File: config.mk
export PLATFORM = sky130hd
export DESIGN_NAME = nn_feeder
export DESIGN_NICKNAME = d
export VERILOG_FILES = /design/src/rtl/nn_feeder.sv
export SDC_FILE = /design/constraint.sdc
export NUM_CORES = 1
export LEC_CHECK = 0
export ABC_CLOCK_PERIOD_IN_PS = 4800
export BUFFER_PORTS_ARGS = -buffer_cell sky130_fd_sc_hd__buf_2
export CORE_UTILIZATION = 50
export CTS_CLUSTER_DIAMETER = 50
export DETAILED_ROUTE_END_ITERATION = 10
export PLACE_DENSITY = 0.68
export SYNTH_ARGS = -nofsm -noshare
export SYNTH_HDL_FRONTEND = slang
export SYNTH_SLANG_ARGS = --single-unit
File: constraint.sdc
create_clock -name clk -period 4.8 [get_ports clk]
set_input_delay 0.72 -clock clk [delete_from_list [all_inputs] [get_ports clk]]
set_output_delay 0.72 -clock clk [all_outputs]
set_load 0.02 [all_outputs]
File: src/rtl/nn_feeder.sv
// Instruction-driven front end: fills per-lane input/weight FIFOs, then streams
// them into the systolic array with a one-cycle-per-lane diagonal skew.
module nn_feeder #(
  parameter int LANES = 2,
  parameter int DEPTH = 4,
  parameter int DW    = 16,
  parameter int AW    = (LANES > 1) ? $clog2(LANES) : 1
) (
  input  logic                clk,
  input  logic                rst,
  input  logic                instr_valid,
  output logic                instr_ready,
  input  logic [2:0]          instr_op,
  input  logic [AW-1:0]       instr_addr,
  input  logic [DW-1:0]       instr_data,
  output logic [LANES*DW-1:0] feed_data,
  output logic [LANES-1:0]    feed_valid,
  output logic [LANES*DW-1:0] weight_data,
  output logic [LANES-1:0]    weight_valid,
  output logic [DW-1:0]       bias_data,
  output logic                bias_load,
  output logic                switch_out,
  output logic                busy,
  output logic                err
);
  localparam int PW = $clog2(DEPTH);
  localparam int CW = PW + 1;
  localparam int SW = $clog2(DEPTH + LANES) + 1;

  localparam logic [2:0] OP_LOAD_IN = 3'd1, OP_LOAD_W = 3'd2, OP_LOAD_BIAS = 3'd3,
                         OP_RUN_IN = 3'd4, OP_RUN_W = 3'd5, OP_SWITCH = 3'd6, OP_CLEAR = 3'd7;

  typedef enum logic [1:0] {IDLE, STREAM_IN, STREAM_W} state_t;

  state_t state_q, state_d;
  logic [SW-1:0] s_q, s_d;
  logic [CW-1:0] run_cnt_q, run_cnt_d;
  // Index 0 holds the input FIFOs, index 1 the weight FIFOs.
  logic [DW-1:0] mem_q [2][LANES][DEPTH];
  logic [DW-1:0] mem_d [2][LANES][DEPTH];
  logic [PW-1:0] rd_q [2][LANES], rd_d [2][LANES];
  logic [PW-1:0] wr_q [2][LANES], wr_d [2][LANES];
  logic [CW-1:0] cnt_q [2][LANES], cnt_d [2][LANES];
  logic [LANES*DW-1:0] feed_data_q, feed_data_d, weight_data_q, weight_data_d;
  logic [LANES-1:0] feed_valid_q, feed_valid_d, weight_valid_q, weight_valid_d;
  logic [DW-1:0] bias_data_q, bias_data_d;
  logic bias_load_q, bias_load_d, switch_q, switch_d, busy_q, busy_d, err_q, err_d;

  logic          fw, lane_ok, lane_full, short_lane, emit_en, emit_w;
  logic [CW-1:0] run_c;

  assign instr_ready = (state_q == IDLE) && rst;

  always_comb begin
    state_d = state_q;   s_d = s_q;       run_cnt_d = run_cnt_q;
    mem_d = mem_q;       rd_d = rd_q;     wr_d = wr_q;   cnt_d = cnt_q;
    feed_valid_d = '0;   feed_data_d = '0;
    weight_valid_d = '0; weight_data_d = '0;
    bias_data_d = '0;    bias_load_d = 1'b0;
    switch_d = 1'b0;     err_d = 1'b0;
    emit_en = 1'b0;
    fw = (instr_op == OP_LOAD_W) || (instr_op == OP_RUN_W);
    run_c = instr_data[CW-1:0];
    lane_ok = 1'b0; lane_full = 1'b0; short_lane = 1'b0;
    for (int k = 0; k < LANES; k++) begin
      if (instr_addr == AW'(k)) begin
        lane_ok   = 1'b1;
        lane_full = (cnt_q[fw][k] == CW'(DEPTH));
      end
      if (cnt_q[fw][k] < run_c) short_lane = 1'b1;
    end

    case (state_q)
      IDLE: begin
        if (instr_valid && instr_ready) begin
          case (instr_op)
            OP_LOAD_IN, OP_LOAD_W: begin
              if (!lane_ok || lane_full) err_d = 1'b1;
              else begin
                for (int k = 0; k < LANES; k++) begin
                  if (instr_addr == AW'(k)) begin
                    mem_d[fw][k][wr_q[fw][k]] = instr_data;
                    wr_d[fw][k]  = wr_q[fw][k] + PW'(1);
                    cnt_d[fw][k] = cnt_q[fw][k] + CW'(1);
                  end
                end
              end
            end
            OP_LOAD_BIAS: begin
              bias_data_d = instr_data;
              bias_load_d = 1'b1;
            end
            OP_RUN_IN, OP_RUN_W: begin
              if (run_c != '0) begin
                if (short_lane) err_d = 1'b1;
                else begin
                  state_d   = fw ? STREAM_W : STREAM_IN;
                  s_d       = '0;
                  run_cnt_d = run_c;
                  emit_en   = 1'b1;
                  for (int k = 0; k < LANES; k++) cnt_d[fw][k] = cnt_q[fw][k] - run_c;
                end
              end
            end
            OP_SWITCH: switch_d = 1'b1;
            OP_CLEAR: begin
              rd_d  = '{default: '0};
              wr_d  = '{default: '0};
              cnt_d = '{default: '0};
            end
            default: ;
          endcase
        end
      end
      default: begin
        if (int'(s_q) == int'(run_cnt_q) + LANES - 2) state_d = IDLE;
        else begin
          s_d     = s_q + SW'(1);
          emit_en = 1'b1;
        end
      end
    endcase

    // Outputs are computed for the skew step the registers will hold next cycle.
    emit_w = (state_d == STREAM_W);
    if (emit_en) begin
      for (int k = 0; k < LANES; k++) begin
        if (int'(s_d) >= k && int'(s_d) < k + int'(run_cnt_d)) begin
          rd_d[emit_w][k] = rd_q[emit_w][k] + PW'(1);
          if (emit_w) begin
            weight_valid_d[k]           = 1'b1;
            weight_data_d[k*DW +: DW]   = mem_q[1][k][rd_q[1][k]];
          end else begin
            feed_valid_d[k]             = 1'b1;
            feed_data_d[k*DW +: DW]     = mem_q[0][k][rd_q[0][k]];
          end
        end
      end
    end
    busy_d = (state_d != IDLE);
  end

  always_ff @(posedge clk or negedge rst) begin
    if (!rst) begin
      state_q <= IDLE;           s_q <= '0;           run_cnt_q <= '0;
      mem_q <= '{default: '0};   rd_q <= '{default: '0};
      wr_q <= '{default: '0};    cnt_q <= '{default: '0};
      feed_data_q <= '0;         feed_valid_q <= '0;
      weight_data_q <= '0;       weight_valid_q <= '0;
      bias_data_q <= '0;         bias_load_q <= 1'b0;
      switch_q <= 1'b0;          busy_q <= 1'b0;      err_q <= 1'b0;
    end else begin
      state_q <= state_d;        s_q <= s_d;          run_cnt_q <= run_cnt_d;
      mem_q <= mem_d;            rd_q <= rd_d;
      wr_q <= wr_d;              cnt_q <= cnt_d;
      feed_data_q <= feed_data_d;     feed_valid_q <= feed_valid_d;
      weight_data_q <= weight_data_d; weight_valid_q <= weight_valid_d;
      bias_data_q <= bias_data_d;     bias_load_q <= bias_load_d;
      switch_q <= switch_d;      busy_q <= busy_d;    err_q <= err_d;
    end
  end

  assign feed_data    = feed_data_q;
  assign feed_valid   = feed_valid_q;
  assign weight_data  = weight_data_q;
  assign weight_valid = weight_valid_q;
  assign bias_data    = bias_data_q;
  assign bias_load    = bias_load_q;
  assign switch_out   = switch_q;
  assign busy         = busy_q;
  assign err          = err_q;
endmodule

# Word-level counts from Yosys, hierarchy flattened
# Cells that the tools add are included.
[totals]
register_bits = 381
latch_bits = 0
ram_bits = 0
rom_bits = 0
input_bits = 23
out_inout_bits = 89
word_cells = 252
n_memories = 0
[classes]
n_addsub = 12
mul = 0
n_div = 0
n_lt_le_gt_ge = 17
eq_ne = 14
shifts = 0
muxes = 142
bitwise_logic = 9
n_reduce_logical = 18
[ops]
columns = ["cell", "n"]
rows = [
  ["$mux W256", 6],
  ["$bwmux W256", 2],
  ["$mux W16", 21],
  ["$demux W128 S1", 2],
  ["$bmux W16 S2", 4],
  ["$mux W128", 1],
  ["$mux W8", 14],
  ["$mux W12", 9],
  ["$demux W16 S2", 2],
  ["$mux W32", 2],
  ["$mux W64", 1],
  ["$mux W4", 14],
  ["$bwmux W12", 4],
  ["$pmux W12 S3", 1],
  ["$bwmux W8", 4],
  ["$mux W1", 26],
  ["$mux W6", 4],
  ["$mux W2", 11],
  ["$eq A3 B3 Y1 const B", 6],
  ["$ge A3 B3 Y1 const B", 6],
  ["$mux W3", 6],
  ["$not A2 Y3", 6],
  ["$demux W4 S1", 4],
  ["$pmux W8 S2", 1],
  ["other kinds (31)", 55],
]

# Logic depth before layout (Yosys ltp)
# Gate-level depths: netlist of the first run.
[depth]
depth_word = 26
depth_mapped = 22
ltp_nobuf = 19

# Least setup slack after synthesis of the first run
# Ideal clock, no wire load.
[synth_path]
path_type = "input port to flip-flop"
from = "in instr_op[1]"
to = "reg rd_q[4] (netlist name)"
setup_ns = 0.154
arrival_time_ns = 4.545
required_time_ns = 4.646
path_slack_ns = 0.101
path_stages = 20
path_buffers = 4
path_cell_list = "buf_6 buf_4 buf_6 o311a_2 ha_1 o22a_1 nand3_1 or3_1 buf_2 a32o_1 ha_1 inv_1 ha_1 nor2_1 o21ai_0 o32ai_1 a311oi_1 a211oi_4 nand2_2 mux2i_1"
[synth_lines]
columns = ["item", "line", "rtl"]
rows = [
  ["start: declaration", "13", "input logic [2:0] instr_op,"],
  ["end signal: assignment", "154", "mem_q <= mem_d; rd_q <= rd_d;"],
  ["end: declaration", "41", "logic [PW-1:0] rd_q [2][LANES], rd_d [2][LANES];"],
]

==> run metrics, run 1 <==
htree depth=2; post-synthesis average cell area=14.2 um^2; Post-layout nets=1,394; ys flop type=dfrtp_1; global-route usage over all layers=22.4%; most common cell in the netlist=dfrtp_1; CP Cell Sequence=buf_2 -> and2_1 -> o311ai_2 -> inv_1 -> ha_1 -> nand2b_1 -> a22o_1 -> or3_1 -> a32o_1 -> ha_1 -> inv_1 -> ha_1 -> nor2_1 -> o21ai_0 -> o32ai_1 -> a311oi_1 -> a211oi_4 -> buf_12 -> nand2_2 -> mux2i_1; clock-pin slew on the worst setup and hold paths=0.06 ns; max_cap viols=0; post-synthesis cell count=1,227; Synth Warn #=0; CTS Buffer Depth=3; DR iter-0 viols=583; # clock sinks=381; crit path setup slack, layout=0.536 ns; first-pass GRT wire length=62,000 um; fin crit share=88.8%; final setup vio count=0; setup bufs post-CTS=0; WL/cell=20.7 um; Clock Latency Late Sink=0.56 ns; # rows=67; slew margin rel.=31.4%; total iterations of the first detailed-routing run=5; total die area=35,500 um^2; Mapped Area=17,400 um^2; biggest area consumer among synthesized cells=dfrtp_1; grt ovf=0; largest net degree at the start of global routing=171; largest cells by area after synthesis=dfrtp_1, mux2_2, mux4_2; Slew @ Worst Pin=1.03 ns; slowest library cell on the worst path=or3_1; crit path kind=in -> reg; Design Power=9.53 mW; most frequent cells after synthesis=dfrtp_1, mux2_2, mux4_2, nor2b_1, nand2_1; register area share after synthesis=54.9%; most used cell, CP=ha_1; Fmax=235 MHz; CTS tree=built; largest fanout on the critical path=32; Max stage delay on crit path=0.42 ns; FF-to-FF path depth=19; flop-to-flop setup slack=0.61 ns; vias in the first global route=11,000; Initial Util=51.3%; CTS buffer count=43; die span in x=188 um; chip height=188 um; EDFF count, synth=0; Worst R2R Start=cnt_q[9]; io pins=112; required time worst endpoint=5.22 ns; Pins Over Slew Limit=0; Hold Path Class=in -> async; Min Clock Period, post-route=4.26 ns; routed wire length=37,800 um; Clock Tree Root=clkbuf_16; Post-synth ARST share=100%; peak supply drop=304 uV; Post-Place Worst Slack=0.00140 ns; outcome=finished, final reports clean; final HPWL from detailed placement=24,200 um; final setup TNS=0 ns; CP Capture Type=flip-flop; ANT nets after route=0; worst path arrival time=4.69 ns; Pleak=10.0 nW; Post-CTS Hold Buffers=0; initial antenna violation count=0; Final Hold Vio Count=0; CP Launch Type=input port; diode count=0; Reg-to-Reg End=rd_q[4]; Synth Register Bits=381; vias=10,300; Synth Net Count=1,275; area grow syn2layout=14.7%; pwr/cell area=478 nW/um^2; Resize count post-CTS=0; core area=33,900 um^2; # DRC=0; Post-Route Skew=0.0295 ns; synth unique cells=78; GPL Wtd Cong=0.884; number of port buffers=111; top cell type's share of synthesized area=54.9%; Via density=5.64; layout cells sized above 1=41.8%; RSZ-0062 raised after global routing=no
## critical path, delay by kind of cell
kind / cells / cell delay (ns)
AOI/OAI and AO/OA: 7 / 1.60
adders and majority gates: 3 / 0.74
buffers and inverters: 4 / 0.50
muxes: 1 / 0.13
and+or+nand+nor: 5 / 0.97
## cell type report
class | count | area (um^2)
Fill cell | 2706 | 13900
Inverter | 24 | 90.1
Clock buffer | 58 | 1220
Sequential cell | 381 | 9530
Timing Repair Buffer | 160 | 1010
Tap cell | 448 | 561
Multi-Input combinational cell | 736 | 7280
Clock inverter | 18 | 233
## per-stage QoR
stage,cell area [um^2],utilization (%),hold WS [ns],std cells
floorplan,17400,-,0.424,1227
global placement,18500,54.6,0.457,1749
detailed placement,18500,54.6,0.469,1749
CTS,19900,58.8,0.350,1825
global route,19900,58.8,0.376,1825
finish,19900,58.8,0.317,1825
## cells by family (layout without fill, tap and decap cells)
kind of cell	count (synthesis)	in the layout	share of synthesized area, %
AOI/OAI and AO/OA	118	118	5.28
buffers and inverters	110	260	3.25
xor gates and xnor gates	13	13	0.655
adders and majority gates	25	25	1.89
muxes	322	322	25.3
and+or+nand+nor	258	258	8.74
DFF	381	381	54.9
## sequential cells by signal (all words and copies together) (netlist names)
register      count
cnt_q            12
run_cnt_q         3
switch_out        1
bias_data        16
rd_q              8
bias_load         1
weight_data      32
s_q               4
weight_valid      2
err               1
mem_q           256
wr_q              8
state_q           2
feed_valid        2
busy              1
feed_data        32
## power by group
| group | leakage, nW | total [mW] | switching, mW | internal, mW |
|---|---|---|---|---|
| logic | 4.07 | 2.23 | 1.08 | 1.15 |
| registers | 5.24 | 4.01 | 0.381 | 3.63 |
| clock network | 0.720 | 3.30 | 1.29 | 2.01 |
## layout by cell type (no fill, tap or decap), drive strengths merged, types with 3 or more instances in the layout
master	instances
a211oi	4
a21o	6
a21oi	10
a22o	6
a311oi	4
a31o	3
a31oi	4
a32o	4
and2	19
and3	40
buf	160
bufinv	4
clkbuf	58
clkinv	12
dfrtp	381
ha	23
inv	25
mux2	246
mux2i	12
mux4	64
nand2	57
nand2b	12
nand3	20
nor2	29
nor2b	52
nor3	11
nor3b	8
o21a	3
o21ai	42
o22a	4
o22ai	7
o311a	3
o311ai	4
o32ai	3
xor2	11
## worst max path at each step
stage	startpoint	endpoint	slack (ns)	depth (start not counted)
3_3_place_gp	instr_op[2]	rd_q[0]	0.07	20
6_report	instr_op[2]	rd_q[4]	0.54	20
2_1_floorplan	instr_op[1]	rd_q[4]	0.10	20
5_1_grt	instr_op[1]	rd_q[0]	0.34	21
4_1_cts	instr_op[2]	rd_q[4]	0.58	20
3_5_place_dp	instr_op[2]	rd_q[0]	0.001	20
## routing by layer
metal	global-route usage, %	part of all wire (%)
met5	0	0
met4	6.39	2.2
met3	3.56	4.0
met2	36.5	48
met1	31.2	45
No activity file was read; power rests on OpenSTA's default activity.
==> inputs of run 2 (changes only) <==
Settings changed: CORE_ASPECT_RATIO set to 0.75.
==> run metrics, run 2 (synthesized netlist as in run 1, its figures left out) <==
outcome=finished, final reports clean; global-route usage over all layers=22.6%; first-pass GRT wire length=61,800 um; final setup vio count=0; diode count=0; final setup TNS=0 ns; crit path setup slack, layout=0.490 ns; # DRC=0; Post-Route Skew=0.0168 ns; Pins Over Slew Limit=0; io pins=112; Finished Cell Area=19,800 um^2; Slew @ Worst Pin=0.984 ns; Final Hold Vio Count=0; die span in x=217 um; area grow syn2layout=14.1%; setup bufs post-CTS=0; # clock sinks=381; Worst R2R Start=cnt_q[9]; CTS buffer count=41; GPL Wtd Cong=0.873; vias=10,300; CTS Buffer Depth=3; final-layout fill cell count=2,636; worst path arrival time=4.73 ns; FF+latch area=9530 um^2; pwr/cell area=474 nW/um^2; WL/cell=21.1 um; core area=33,900 um^2; Min Clock Period, post-route=4.31 ns; Post-CTS Hold Buffers=0; initial antenna violation count=0; Initial Util=51.3%; Hold Path Class=in -> async; largest net degree at the start of global routing=187; max_cap viols=0; WHS=0.292 ns; ANT nets after route=0; crit path kind=in -> reg; peak supply drop=288 uV; Resize count post-CTS=0; final HPWL from detailed placement=24,900 um; # rows=58; most frequent cells in the layout=dfrtp_1, mux2_2, buf_2, mux4_2, nor2b_1; Via density=5.65; slew margin rel.=34.4%; DR iter-0 viols=670; total die area=35,500 um^2; fin crit share=89.8%; chip height=163 um; Pleak=9.96 nW; vias in the first global route=10,800; Fmax=232 MHz; DP Area=18,500 um^2; CP Launch Type=input port; CP Launch Point=instr_op[1]; largest fanout on the critical path=28; Post-layout nets=1,391; Clock Latency Late Sink=0.54 ns; CP Capture Type=flip-flop; max reg flops=256; htree depth=2; grt ovf=0; Clock Tree Root=clkbuf_16; clock-pin slew on the worst setup and hold paths=0.06 ns; commonest non-fill, non-tap cell in the layout=dfrtp_1; routed wire length=38,500 um; area of the multi-input gates=7280 um^2; total iterations of the first detailed-routing run=4; number of port buffers=111; Biggest register=mem_q; RSZ-0062 raised after global routing=no; layout cells sized above 1=41.3%; CTS tree=built; Post-Place Worst Slack=-0.0421 ns; required time worst endpoint=5.22 ns
## run 2: through the flow
step / power, mW / utilization (%) / std cells
5_1_grt: 9.87 / 58.5 / 1823
4_1_cts: 9.48 / 58.5 / 1823
3_3_place_gp: 6.22 / 54.5 / 1750
3_5_place_dp: 6.27 / 54.5 / 1750
2_1_floorplan: 5.65 / - / 1227
6_report: 9.40 / 58.5 / 1823
## run 2: per-layer routing
| metal | share of wire (%) | up-vias | track usage [%] |
|---|---|---|---|
| met5 | 0 | - | 0 |
| met4 | 1.4 | 0 | 5.09 |
| met3 | 4.3 | 45 | 3.59 |
| met2 | 45 | 206 | 34.2 |
| met1 | 50 | 5384 | 34.3 |
| li1 | - | 4661 | - |
## run 2: final timing paths
path / slack (ns) / end / cells past startpoint
hold reg to reg: 0.48 / mem_q[82] / 2
hold / removal: 0.29 / s_q[1] / 2
max in group asynchronous: 2.98 / mem_q[190] / 3
min in group clk: 0.48 / mem_q[82] / 2
setup reg to reg: 0.58 / feed_data[21] / 19
setup / recovery: 0.49 / feed_data[21] / 19
## run 2: final cells by class
type	instances	area share, %
sequential	381	48.1
multi-input combinational	736	36.7
clock buffer	62	6.13
timing repair buffer	159	5.05
tap	450	2.84
clock inverter	11	0.732
inverter	24	0.454
## run 2: critical path: stages
cell	delay, ns
buf_2	0.37
buf_4	0.28
o311ai_1	0.18
ha_1	0.25
nand2b_1	0.18
a22o_1	0.26
or3_1	0.44
a32o_1	0.24
ha_1	0.30
inv_1	0.06
ha_1	0.17
nor2_1	0.04
o21ai_0	0.09
o32ai_1	0.10
a311oi_1	0.44
a211oi_4	0.09
buf_12	0.18
buf_4	0.16
and3_1	0.16
## run 2: power breakdown
part / switching [mW] / leakage, nW / internal (mW) / total [mW]
Clock: 1.29 / 0.663 / 1.87 / 3.16
Combinational: 1.08 / 4.06 / 1.13 / 2.21
Sequential: 0.394 / 5.24 / 3.63 / 4.02
Total: 2.77 / 9.96 / 6.63 / 9.40
